File: src/rtl/unit1to3.sv
`default_nettype none
// ============================================================================
//  Module   : unit1to3
//  Purpose  : Learnable one-input, three-output fan-out unit for the bitnet
//             datapath. The forward phase broadcasts one activation bit
//             through three binary weights. The backward phase reduces three
//             error bits to one by majority vote and trains the weights with
//             saturating signed vote counters.
//  Options  : UNIT1TO3_STOCHASTIC_EN -- when defined, weight and counter
//             updates are also gated by the oscillator input.
//  Revision : 1.0 - initial release
// ============================================================================
module unit1to3 #(
   parameter int CNT_W = 3
) (
   input  logic       clk_in,
   input  logic       rst_in,
   input  logic       oscillator,
   input  logic       fd_prop,
   input  logic       bk_prop,
   input  logic       fin,
   input  logic [2:0] bin,
   output logic       control_out,
   output logic [2:0] fout,
   output logic       bout
);

   // Counter limits and unit step, all at the counter's own signed width
   localparam logic signed [CNT_W-1:0] CNT_MAX  = {1'b0, {(CNT_W-1){1'b1}}};
   localparam logic signed [CNT_W-1:0] CNT_MIN  = {1'b1, {(CNT_W-1){1'b0}}};
   localparam logic signed [CNT_W-1:0] CNT_ONE  = {{(CNT_W-1){1'b0}}, 1'b1};
   localparam logic signed [CNT_W-1:0] CNT_ZERO = '0;

   // Architectural state
   logic [2:0]              w_q, w_d;
   logic signed [CNT_W-1:0] cnt_q [3];
   logic signed [CNT_W-1:0] cnt_d [3];
   logic                    x_q, x_d;
   logic [2:0]              fout_q, fout_d;
   logic                    bout_q, bout_d;
   logic                    control_q, control_d;

   // Phase decode: a forward strobe always masks a concurrent backward strobe
   logic fwd_en;
   logic bwd_en;
   logic upd_en;
   logic [2:0] match;   // bin[i] XNOR w[i], the per-branch error after weighting
   logic [2:0] vote;    // 1 = increment counter i, 0 = decrement
   logic [2:0] flip;

   assign fwd_en = fd_prop;
   assign bwd_en = bk_prop & ~fd_prop;

`ifdef UNIT1TO3_STOCHASTIC_EN
   assign upd_en = bwd_en & oscillator;
`else
   // oscillator has no function in the deterministic build
   logic osc_unused;
   assign osc_unused = oscillator;
   assign upd_en     = bwd_en;
`endif

   assign match = ~(bin ^ w_q);
   assign vote  = ~(bin ^ {3{x_q}});

   // Next-state: forward latch, backward majority and per-branch vote counters
   always_comb begin
      w_d       = w_q;
      x_d       = x_q;
      fout_d    = fout_q;
      bout_d    = bout_q;
      flip      = 3'b000;
      for (int i = 0; i < 3; i++) begin
         cnt_d[i] = cnt_q[i];
      end

      if (fwd_en) begin
         x_d    = fin;
         fout_d = ~(w_q ^ {3{fin}});
      end

      if (bwd_en) begin
         // Majority uses the weights as they stand before this edge's update
         bout_d = (match[0] & match[1]) | (match[0] & match[2]) | (match[1] & match[2]);
      end

      if (upd_en) begin
         for (int i = 0; i < 3; i++) begin
            if (vote[i]) begin
               if (cnt_q[i] < CNT_MAX) begin
                  cnt_d[i] = cnt_q[i] + CNT_ONE;
               end else if (!w_q[i]) begin
                  // Overflow on an inverting weight: flip it to pass
                  w_d[i]   = 1'b1;
                  cnt_d[i] = CNT_ZERO;
                  flip[i]  = 1'b1;
               end
            end else begin
               if (cnt_q[i] > CNT_MIN) begin
                  cnt_d[i] = cnt_q[i] - CNT_ONE;
               end else if (w_q[i]) begin
                  // Underflow on a passing weight: flip it to invert
                  w_d[i]   = 1'b0;
                  cnt_d[i] = CNT_ZERO;
                  flip[i]  = 1'b1;
               end
            end
         end
      end

      control_d = |flip;
   end

   // State register; reset dominates any strobe in the same cycle
   always_ff @(posedge clk_in) begin
      if (rst_in) begin
         w_q       <= 3'b111;
         x_q       <= 1'b0;
         fout_q    <= 3'b000;
         bout_q    <= 1'b0;
         control_q <= 1'b0;
         for (int i = 0; i < 3; i++) begin
            cnt_q[i] <= CNT_ZERO;
         end
      end else begin
         w_q       <= w_d;
         x_q       <= x_d;
         fout_q    <= fout_d;
         bout_q    <= bout_d;
         control_q <= control_d;
         for (int i = 0; i < 3; i++) begin
            cnt_q[i] <= cnt_d[i];
         end
      end
   end

   assign fout        = fout_q;
   assign bout        = bout_q;
   assign control_out = control_q;

endmodule
`default_nettype wire

File: config.mk
export PLATFORM = sky130hd
export DESIGN_NAME = unit1to3
export DESIGN_NICKNAME = d
export VERILOG_FILES = /design/src/rtl/unit1to3.sv
export SDC_FILE = /design/constraint.sdc
export NUM_CORES = 1
export LEC_CHECK = 0
export ABC_CLOCK_PERIOD_IN_PS = 4600
export CELL_PAD_IN_SITES_DETAIL_PLACEMENT = 0
export CELL_PAD_IN_SITES_GLOBAL_PLACEMENT = 1
export CORE_ASPECT_RATIO = 0.8
export CORE_MARGIN = 2
export CORE_UTILIZATION = 40
export CTS_BUF_LIST = sky130_fd_sc_hd__clkbuf_4 sky130_fd_sc_hd__clkbuf_8 sky130_fd_sc_hd__clkbuf_16
export DETAILED_ROUTE_END_ITERATION = 16
export PLACE_DENSITY_LB_ADDON = 0.1
export SYNTH_ARGS = -nofsm -noshare
export SYNTH_HDL_FRONTEND = slang
export SYNTH_SLANG_ARGS = --single-unit
File: constraint.sdc
create_clock -name clk_in -period 4.6 [get_ports clk_in]
set_input_delay 0.92 -clock clk_in [delete_from_list [all_inputs] [get_ports clk_in]]
set_output_delay 0.92 -clock clk_in [all_outputs]
set_load 0.1 [all_outputs]
# Yosys cells after proc, flatten, opt, wreduce, memory -nomap -nowiden
# Memories as Yosys holds them, arrays and structs flattened.
# Index checks and enable logic that the tools add are counted.
[totals]
reg_bits = 9
ram_bits = 9
out_inout_bits = 5
elab_cells = 93
mem_count = 1
[classes]
add_sub_neg = 6
n_lt_le_gt_ge = 6
n_eq_ne = 6
mux = 47
n_bitwise = 16
reduce_logical = 4
[mem_list]
columns = ["memory", "depth", "word_bits", "rd", "rd_ports_with_merged_regs", "wr", "line", "text"]
rows = [
  ["cnt_q", 3, 3, 3, 0, 3, "36", "logic signed [CNT_W-1:0] cnt_q [3];"],
]
[ops]
columns = ["op", "count"]
rows = [
  ["$mux 3", 19],
  ["$mux 1", 27],
  ["$ne 2x2->1 const B", 6],
  ["$add 3x2->3 const B", 3],
  ["$gt 3x3->1 const B", 3],
  ["$lt 3x3->1 const B", 3],
  ["$mux 9", 1],
  ["$not 3->3", 3],
  ["$reduce_and 3->1", 3],
  ["$sub 3x2->3 const B", 3],
  ["$xor 3x3->3", 3],
  ["$or 1x1->1", 5],
  ["$and 1x1->1", 4],
  ["$reduce_or 3->1", 1],
  ["$not 1->1", 1],
]

# Longest topological paths before layout
# Gate-level depths: netlist (run 1).
[logic_depth]
depth_word = 5
ltp_mapped = 7
ltp_nobuf = 7

# Worst setup path after synthesis (run 1)
# No wires, ideal clock.
[synth_path]
path_type = "input port to flip-flop"
from = "input fd_prop"
to = "memory cnt_q[0][0]"
setup_ps = 71
arrival_ps = 1966
required_time_ps = 4529
slack_ps = 2563
path_stages = 5
cell_sequence = "clkbuf_1 > nor2b_1 > o311ai_2 > or3_1 > a21oi_1"
[synth_lines]
columns = ["element", "line", "text"]
rows = [
  ["from (decl)", "19", "input logic fd_prop,"],
  ["to (decl)", "36", ""],
]

# Worst setup path after layout (run 1)
[layout_path]
from = "register fout_q[2] (netlist: fout[2])"
to = "output fout[2]"
[layout_lines]
columns = ["element", "line", "text"]
rows = [
  ["from (decl)", "39", "logic [2:0] fout_q, fout_d;"],
  ["from (signal assigned)", "128", "fout_q <= fout_d;"],
  ["to (decl)", "24", "output logic [2:0] fout,"],
]
# No word-level cell between the ends.

==> reports/metrics.yaml, run 1 <==
power:
  p_leak_nw: 0.563
  power.density_mw_per_mm2: 290
  irDropWorstVdd_v: 0.000159
job:
  drv_cap: 0
cells_and_area:
  drive_above_1_share_pct: 6.17
  area_growth_pct: 15.4
  diodes: 0
  n_fill_cell: 324
  fin_nets: 181
detailed_routing:
  drtIter0Drc: 38
  wl_per_cell_um: 11.7
  drt_first_pass_iters: 4
  drc: 0
  drtAntennaViolNets: 0
  drt_wl_total_um: 2370
  vias: 1032
  drt-met1-wl_um: 1230
  wl_met3_um: 65
  wl_met2_um: 1060
  top_layer: "met4"
  drt-vias-per-instance: 5.11
hold_path:
  min_from: "fout[1]"
  hold_class: "reg2reg"
global_route:
  grt_pass1_wl_um: 4080
  gr-total-overflow: 0
  antenna_found_initial: 0
  grt_max_degree: 20
  grt_usage_pct: 15.4
  grt_pass1_vias: 914
timing:
  slew_viol_final: 0
  fin_crit_sh_pct: 57.5
  min_period_ps: 2650
  worst-slew-pin-transition_ps: 968
  setup_tns_ps: 0
  max_freq_mhz: 378
  finalHoldWorstSlack_ps: 494
  skew_ps: 0.805
  relSlewSlack_pct: 35.3
  setup_violations: 0
  finalHoldViolCount: 0
  rsz0062_at_grt: "no"
die:
  die_x_um: 66.6
  start_util_pct: 41.3
  coreArea_mm2: 0.00304
  die_h_um: 54.1
  fp-row-count: 18
  die_area_mm2: 0.00360
  pin_count: 14
clocking:
  cts_setup_buffers: 0
  cts_tree: "yes"
  clkSinkCount: 18
  cts_inserted_buffers: 3
  cts_root_buf: "clkbuf_8"
  cts_buffer_depth: 2
  ctsResizeCount: 0
  h-tree-depth: 1
  clock_latency_ps: 250
  hold_buffers: 0
  clkTransAtPathRegs_ps: 70
synthesis:
  synth_cell_types: 38
  syn_inst: 153
  synth-edff-count: 0
  async_flop_share_pct: 0
  ys_warn_count: 0
  ys_top_cells_by_area: "dfxtp_1 29%, ha_1 9.0%, mux2i_1 8.0%"
  synth_top_area_share_pct: 28.7
  synth_flop_cell: "dfxtp_1"
  synth-seq-cells: 18
  yosysTopAreaCell: "dfxtp_1"
  avgSynthCellArea_um2: 8.20
  ys_seq_area_share_pct: 28.7
  synth_area_mm2: 0.00125
  syn_nets: 171
worst_setup_path:
  worstPathMaxFanout: 2
  critPathKind: "reg2out"
  rr_startpoint: "x_q"
  cp.buffers_inverters: 1
  startpoint: "fout[2]"
  arrival_ps: 1730
  endpoint_kind: "output pin"
  crit_required_ps: 3680
  start_kind: "flip-flop"
  critPathTopFamily: "buffers and inverters"
  slowest_delay_ps: 1140
  crit_chain: "clkdlybuf4s50_1"
  cpMaxStageDelayCell: "clkdlybuf4s50_1"
placed_design:
  port_buffers: 12
  place_congestion: 0.816
  dp_hpwl_um: 1770
outcome:
  status: "finished, final reports clean"
## logic make-up after synthesis
group	count (synthesis)	share of synthesized area (%)
buffers and inverters	17	5.88
flip-flops	18	28.7
AND/OR/NAND/NOR	50	19.6
AO/OA/AOI/OAI	38	19.1
multiplexers	11	8.87
XOR/XNOR	10	8.77
adder cells (fa/ha/maj)	9	8.97
## report_power, final
group / internal [W] / switching [W]
Sequential: 0.000166 / 0.0000130
Clock: 0.0000761 / 0.0000532
Combinational: 0.0000450 / 0.0000666
Total: 0.000287 / 0.000133
## cell type report
| class | instances | area, um^2 | share of cell area (%) |
|---|---|---|---|
| well taps | 40 | 50.0 | 3.46 |
| multi-input cells | 118 | 821 | 56.7 |
| inverters | 9 | 33.8 | 2.33 |
| repair buffers | 13 | 128 | 8.82 |
| flip-flops and latches | 18 | 360 | 24.9 |
| clock buffers | 4 | 55.1 | 3.80 |
## worst paths after layout
check	to	slack, ps	cells after the start
setup / recovery	fout[2]	1950	1
hold reg to reg	fout[1]	490	2
hold / removal	fout[1]	490	2
setup reg to reg	cnt_q[0][5]	2830	5
## registers in the layout, summed over array words and instances (netlist names)
| name | count |
|---|---|
| bout | 1 |
| cnt_q | 9 |
| control_out | 1 |
| fout | 3 |
| w_q | 3 |
| x_q | 1 |
## per-stage QoR
step / area [um^2] / setup slack [ps] / total power (W) / std cells / util [%]
floorplan: 1250 / 2560 / 0.000268 / 153 / -
global placement: 1390 / 1890 / 0.000293 / 198 / 45.8
detailed placement: 1390 / 1880 / 0.000295 / 198 / 45.8
CTS: 1450 / 1940 / 0.000428 / 202 / 47.6
global route: 1450 / 1900 / 0.000448 / 202 / 47.6
finish: 1450 / 1950 / 0.000420 / 202 / 47.6
## placed cells by master (no fill, tap or decap), drive strengths merged
cell type	count
mux2	1
mux2i	10
nand2b	4
clkbuf	4
or3	1
o311ai	1
o21ai	8
or4b	1
nor2	14
nand3b	2
buf	1
a221o	1
xor2	1
o32ai	1
o31ai	1
nor2b	1
nand3	9
ha	9
nor3	1
xnor2	9
o311a	1
a31oi	1
a211o	1
a21oi	16
a21boi	1
a311oi	1
dfxtp	18
o21bai	3
clkdlybuf4s50	12
nand2	13
o211ai	1
inv	9
and3b	3
nand4	1
o22ai	1
## per-layer routing
| metal | vias to the layer above | track usage (%) |
|---|---|---|
| met4 | 0 | 4.08 |
| met2 | 13 | 24.3 |
| met5 | - | 0 |
| met1 | 459 | 20.8 |
| li1 | 558 | - |
| met3 | 2 | 4.39 |
## synth_stat cells, types with 3 or more instances
| cell type | count |
|---|---|
| nor2_1 | 14 |
| inv_1 | 9 |
| xnor2_1 | 7 |
| o21bai_1 | 3 |
| nand2b_1 | 4 |
| ha_1 | 9 |
| nand2_1 | 13 |
| clkbuf_1 | 4 |
| nand3_1 | 9 |
| o21ai_0 | 7 |
| and3b_1 | 3 |
| mux2i_1 | 10 |
| dfxtp_1 | 18 |
| a21oi_1 | 16 |
No activity file was read; power rests on OpenSTA's default activity.
==> inputs of run 2 (changes only) <==
--- a/config.mk
+++ b/config.mk
@@ -5,7 +5,7 @@
 export SDC_FILE = /design/constraint.sdc
 export NUM_CORES = 1
 export LEC_CHECK = 0
-export ABC_CLOCK_PERIOD_IN_PS = 4600
+export ABC_CLOCK_PERIOD_IN_PS = 2750
 export CELL_PAD_IN_SITES_DETAIL_PLACEMENT = 0
 export CELL_PAD_IN_SITES_GLOBAL_PLACEMENT = 1
 export CORE_ASPECT_RATIO = 0.8
==> constraint.sdc (replaced) <==
create_clock -name clk_in -period 2.75 [get_ports clk_in]
set_input_delay 0.55 -clock clk_in [delete_from_list [all_inputs] [get_ports clk_in]]
set_output_delay 0.55 -clock clk_in [all_outputs]
set_load 0.1 [all_outputs]
==> reports/metrics.yaml, run 2 (same netlist as run 1, synthesis figures left out) <==
outcome:
  status: "finished, final reports clean"
placed_design:
  port_buffers: 12  # unchanged
  place_congestion: 0.819  # +0.43%
  dp_hpwl_um: 1830  # +3.2%
global_route:
  grt_pass1_vias: 897  # -1.9%
  grt_pass1_wl_um: 4200  # +2.7%
  antenna_found_initial: 0  # unchanged
  grt_usage_pct: 16.1  # +0.65 points
  grt_max_degree: 20  # unchanged
  gr-total-overflow: 0  # unchanged
worst_setup_path:
  crit_chain: "clkdlybuf4s50_1, xor2_2, nand3_1, o211ai_1, a221o_1, a21oi_1"
  slowest_delay_ps: 580  # -560 ps
  ff2ff_path_depth: 5  # unchanged
  crit_required_ps: 2860  # -820 ps
  rrSetupSlack_ps: 1020  # -1810 ps
  rr_startpoint: "x_q"
  r2r-end: "cnt_q[0][5]"
  critPathKind: "in2reg"
  arrival_ps: 2150  # +420 ps
  cpMaxStageDelayCell: "clkdlybuf4s50_1"
  worstPathMaxFanout: 6  # +4
  start_kind: "primary input"
  endpoint_kind: "flip-flop"
  startpoint: "bin[1]"
cells_and_area:
  largest_reg_flops: 9  # unchanged
  drive_above_1_share_pct: 8.70  # +2.5 points
  fin_nets: 181  # unchanged
  final_common_cell: "dfxtp_1"
  diodes: 0  # unchanged
  register_area_um2: 360  # unchanged
  n_fill_cell: 314  # -3.1%
  top_register: "cnt_q"
  finish.utilization_pct: 46.7  # -0.86 points
  multi_input_area_um2: 821  # unchanged
  mostFrequentLayoutCells: "18 x dfxtp_1, 16 x a21oi_1, 14 x nor2_1"
  area_growth_pct: 13.3
clocking:
  cts_inserted_buffers: 3  # unchanged
  cts_tree: "yes"
  cts_root_buf: "clkbuf_8"
  ctsResizeCount: 0  # unchanged
  cts_setup_buffers: 0  # unchanged
  h-tree-depth: 1  # unchanged
  cts_buffer_depth: 2  # unchanged
  clkTransAtPathRegs_ps: 70  # about the same
  hold_buffers: 0  # unchanged
  clkSinkCount: 18  # unchanged
  clock_latency_ps: 250  # about the same
timing:
  skew_ps: 1.72  # +0.916 ps
  fin_crit_sh_pct: 74.1
  slew_viol_final: 0  # unchanged
  rsz0062_at_grt: "no"
  max_freq_mhz: 491
  relSlewSlack_pct: 51.0  # +16 points
  setup_violations: 0  # unchanged
  finalHoldWorstSlack_ps: 503  # +9.14 ps
  worst-slew-pin-transition_ps: 733  # -235 ps
  setup_tns_ps: 0  # unchanged
  min_period_ps: 2040
  finalHoldViolCount: 0  # unchanged
detailed_routing:
  drt_wl_total_um: 2540  # +7.0%
  wl_per_cell_um: 12.6  # +7.6%
  drc: 0  # unchanged
  vias: 1080  # +4.7%
  drtIter0Drc: 49  # +29%
  drt_first_pass_iters: 4  # unchanged
  drtAntennaViolNets: 0  # unchanged
  drt-vias-per-instance: 5.37  # +5.2%
die:
  die_area_mm2: 0.00360  # unchanged
  coreArea_mm2: 0.00304  # unchanged
  die_h_um: 54.1  # unchanged
  fp-row-count: 18  # unchanged
  pin_count: 14  # unchanged
  die_x_um: 66.6  # unchanged
  start_util_pct: 41.3  # unchanged
power:
  irDropWorstVdd_v: 0.000221  # +39%
  p_leak_nw: 0.564  # +0.28%
  power.density_mw_per_mm2: 473  # +63%
hold_path:
  holdPathEnd: "fout[0]"
  hold_class: "reg2reg"
  min_from: "fout[0]"
  whs_path_depth: 2  # unchanged
job:
  drv_cap: 0  # unchanged
==> run 2: changes by cell type in the layout (fill, tap and decap cells not counted), sizes merged <==
| cell | before | now |
|---|---|---|
| clkbuf | 4 | 3 |
| buf | 1 | 6 |
| clkdlybuf4s50 | 12 | 7 |
==> run 2: worst max-delay path by stage <==
stage          slack (ps)          end  depth (start not counted)
6_report              710  cnt_q[0][5]                          6
5_1_grt               560  cnt_q[0][5]                          6
4_1_cts               700  cnt_q[0][5]                          6
3_5_place_dp          420  cnt_q[0][5]                          6
3_3_place_gp          410  cnt_q[0][5]                          6
2_1_floorplan        1080  cnt_q[0][0]                          5
==> run 2: per-layer routing <==
metal,vias up,global-route usage [%],wire length (um),share of wire [%]
met5,-,0,0,0
met4,0,6.12,38,1.5
met3,5,5.02,102,4.0
met2,21,25.2,1160,46
met1,501,20.9,1240,49
li1,553,-,-,-
==> run 2: through the flow <==
stage	instances	instance area (um^2)	worst slack, ps	total power (W)
floorplan	153	1250	1080	0.000449
global placement	198	1380	414	0.000489
detailed placement	198	1380	423	0.000492
CTS	201	1420	698	0.000682
global route	201	1420	562	0.000722
finish	201	1420	713	0.000673
==> run 2: worst max-delay path, delay by kind of cell <==
family / cells / cell delay (ps)
AND/OR/NAND/NOR: 1 / 160
XOR/XNOR: 1 / 290
buffers and inverters: 1 / 580
AO/OA/AOI/OAI: 3 / 570
==> run 2: power breakdown <==
group | total (W) | switching (W) | internal [W] | leakage (nW)
Combinational | 0.000185 | 0.000111 | 0.0000737 | 0.395
Clock | 0.000187 | 0.0000897 | 0.0000974 | 0.0216
Sequential | 0.000301 | 0.0000225 | 0.000278 | 0.147
Total | 0.000673 | 0.000223 | 0.000449 | 0.564
==> run 2: layout make-up <==
cell class | count | area share (%)
Multi-Input combinational cell | 118 | 57.7
Sequential cell | 18 | 25.4
Timing Repair Buffer | 13 | 8.10
Clock buffer | 3 | 2.90
Tap cell | 40 | 3.52
Inverter | 9 | 2.38
==> inputs of run 3 (changes only) <==
--- a/config.mk
+++ b/config.mk
@@ -5,7 +5,7 @@
 export SDC_FILE = /design/constraint.sdc
 export NUM_CORES = 1
 export LEC_CHECK = 0
-export ABC_CLOCK_PERIOD_IN_PS = 2750
+export ABC_CLOCK_PERIOD_IN_PS = 1900
 export CELL_PAD_IN_SITES_DETAIL_PLACEMENT = 0
 export CELL_PAD_IN_SITES_GLOBAL_PLACEMENT = 1
 export CORE_ASPECT_RATIO = 0.8
==> constraint.sdc (replaced) <==
create_clock -name clk_in -period 1.9 [get_ports clk_in]
set_input_delay 0.38 -clock clk_in [delete_from_list [all_inputs] [get_ports clk_in]]
set_output_delay 0.38 -clock clk_in [all_outputs]
set_load 0.1 [all_outputs]
==> reports/metrics.yaml, run 3 (same netlist as run 1, synthesis figures left out) <==
power:
  power.density_mw_per_mm2: 648  # +37%
  p_sw_w: 0.000325  # +45%
  switching_share_pct: 32.3  # -0.86 points
  power_frac_clock_pct: 26.4  # -1.4 points
  p_leak_nw: 0.645  # +14%
  p_int_w: 0.000680  # +51%
  seq_power_share_pct: 43.3  # -1.4 points
  power_frac_comb_pct: 30.3  # +2.8 points
  irDropWorstVdd_v: 0.000356  # +61%
  power_w: 0.00100  # +49%
cells_and_area:
  fin_nets: 198  # +9.4%
  area_growth_pct: 23.4
  diodes: 0  # unchanged
  mostFrequentLayoutCells: "23 x buf_4, 18 x dfxtp_1, 16 x a21oi_1"
  largest_reg_flops: 9  # unchanged
  drive_above_1_share_pct: 17.4  # +8.7 points
  top_register: "cnt_q"
  final_common_cell: "buf_4"
clocking:
  cts_inserted_buffers: 3  # unchanged
  hold_buffers: 0  # unchanged
  ctsResizeCount: 0  # unchanged
  h-tree-depth: 1  # unchanged
  cts_buffer_depth: 2  # unchanged
  clkSinkCount: 18  # unchanged
  clkTransAtPathRegs_ps: 70  # about the same
  clock_latency_ps: 250  # about the same
  cts_root_buf: "clkbuf_8"
  cts_setup_buffers: 0  # unchanged
  cts_tree: "yes"
global_route:
  antenna_found_initial: 0  # unchanged
  grt_max_degree: 15  # -25%
  grt_usage_pct: 15.9  # -0.19 points
  gr-total-overflow: 0  # unchanged
  grt_pass1_wl_um: 4300  # +2.5%
  grt_pass1_vias: 1046  # +17%
detailed_routing:
  top_layer: "met4"
  wl_met2_um: 1270  # +10%
  drt-vias-per-instance: 5.10  # -5.1%
  wl_met3_um: 65  # -36%
  drc: 0  # unchanged
  drtIter0Drc: 34  # -31%
  drt_wl_total_um: 2550  # +0.55%
  vias: 1112  # +3.0%
  drt_first_pass_iters: 4  # unchanged
  wl_per_cell_um: 11.7  # -7.3%
  drtAntennaViolNets: 0  # unchanged
  drt-met1-wl_um: 1190  # -4.0%
timing:
  max_freq_mhz: 586
  setup_tns_ps: 0  # unchanged
  worst-slew-pin-transition_ps: 537  # -196 ps
  relSlewSlack_pct: 64.1  # +13 points
  slew_viol_final: 0  # unchanged
  rsz0062_at_grt: "no"
  finalHoldViolCount: 0  # unchanged
  min_period_ps: 1710
  fin_crit_sh_pct: 89.8
  setup_violations: 0  # unchanged
  skew_ps: 1.10  # -0.623 ps
worst_setup_path:
  worstPathMaxFanout: 4  # -2
  endpoint_kind: "flip-flop"
  critPathTopFamily: "buffers and inverters"
  arrival_ps: 1820  # -330 ps
  cpMaxStageDelayCell: "clkdlybuf4s50_1"
  critPathKind: "in2reg"
  crit_required_ps: 2020  # -840 ps
  crit_chain: "clkdlybuf4s50_1, xnor2_1, nand3_1, o211ai_1, a221o_1, a21oi_1"
  cp.buffers_inverters: 1  # unchanged
  cp.depth: 6  # unchanged
  ff2ff_path_depth: 5  # unchanged
  slowest_delay_ps: 500  # -80 ps
  start_kind: "primary input"
die:
  die_x_um: 66.6  # unchanged
  coreArea_mm2: 0.00304  # unchanged
  pin_count: 14  # unchanged
  die_area_mm2: 0.00360  # unchanged
  fp-row-count: 18  # unchanged
  start_util_pct: 41.3  # unchanged
  die_h_um: 54.1  # unchanged
placed_design:
  dp_hpwl_um: 1980  # +8.3%
  port_buffers: 12  # unchanged
  place_congestion: 0.799  # -2.4%
job:
  drv_cap: 0  # unchanged
hold_path:
  whs_path_depth: 2  # unchanged
  hold_class: "reg2reg"
outcome:
  status: "finished, final reports clean"
run 3: changes by cell type in the layout (fill, tap and decap cells not counted), sizes merged:
cell  change
buf      +17
run 3: path summary, 6_finish.rpt:
path	startpoint	end	slack (ps)
worst min-delay path	fout[2]	fout[2]	500
worst max-delay path	bin[1]	cnt_q[0][5]	190
worst max register to register	x_q	cnt_q[0][8]	240
worst min register to register	fout[2]	fout[2]	500
run 3: power groups by stage:
stage	combinational (W)	clock (W)	sequential [W]
3_5_place_dp	0.000305	0	0.000443
3_3_place_gp	0.000298	0	0.000443
5_1_grt	0.000334	0.000290	0.000439
4_1_cts	0.000307	0.000274	0.000435
6_report	0.000305	0.000265	0.000435
2_1_floorplan	0.000171	0	0.000479
run 3: worst min-delay path: cells and delay by family (launching register included):
family,cells,cell delay (ps)
mux,1,60
simple gates,1,80
flops,1,330
run 3: final cells by class:
cell class | count | area, um^2
clock buffer | 3 | 41.3
multi-input combinational | 118 | 821
fill | 298 | 1490
inverter | 9 | 33.8
sequential | 18 | 360
tap | 40 | 50.0
timing repair buffer | 30 | 243
run 3: through the flow:
step,utilization [%],instances,hold WS (ps),area (um^2),worst slack [ps]
after floorplan,-,153,470,1250,403
after global placement,49.6,215,485,1510,-81.5
after detailed placement,49.6,215,492,1510,-88.6
after CTS,50.9,218,509,1550,180
after global routing,50.9,218,532,1550,89.1
final,50.9,218,501,1550,193
run 3: per-layer routing:
metal	track usage [%]	vias up
li1	-	586
met1	17.8	515
met2	30.5	9
met3	4.39	2
met4	3.06	0
met5	0	-
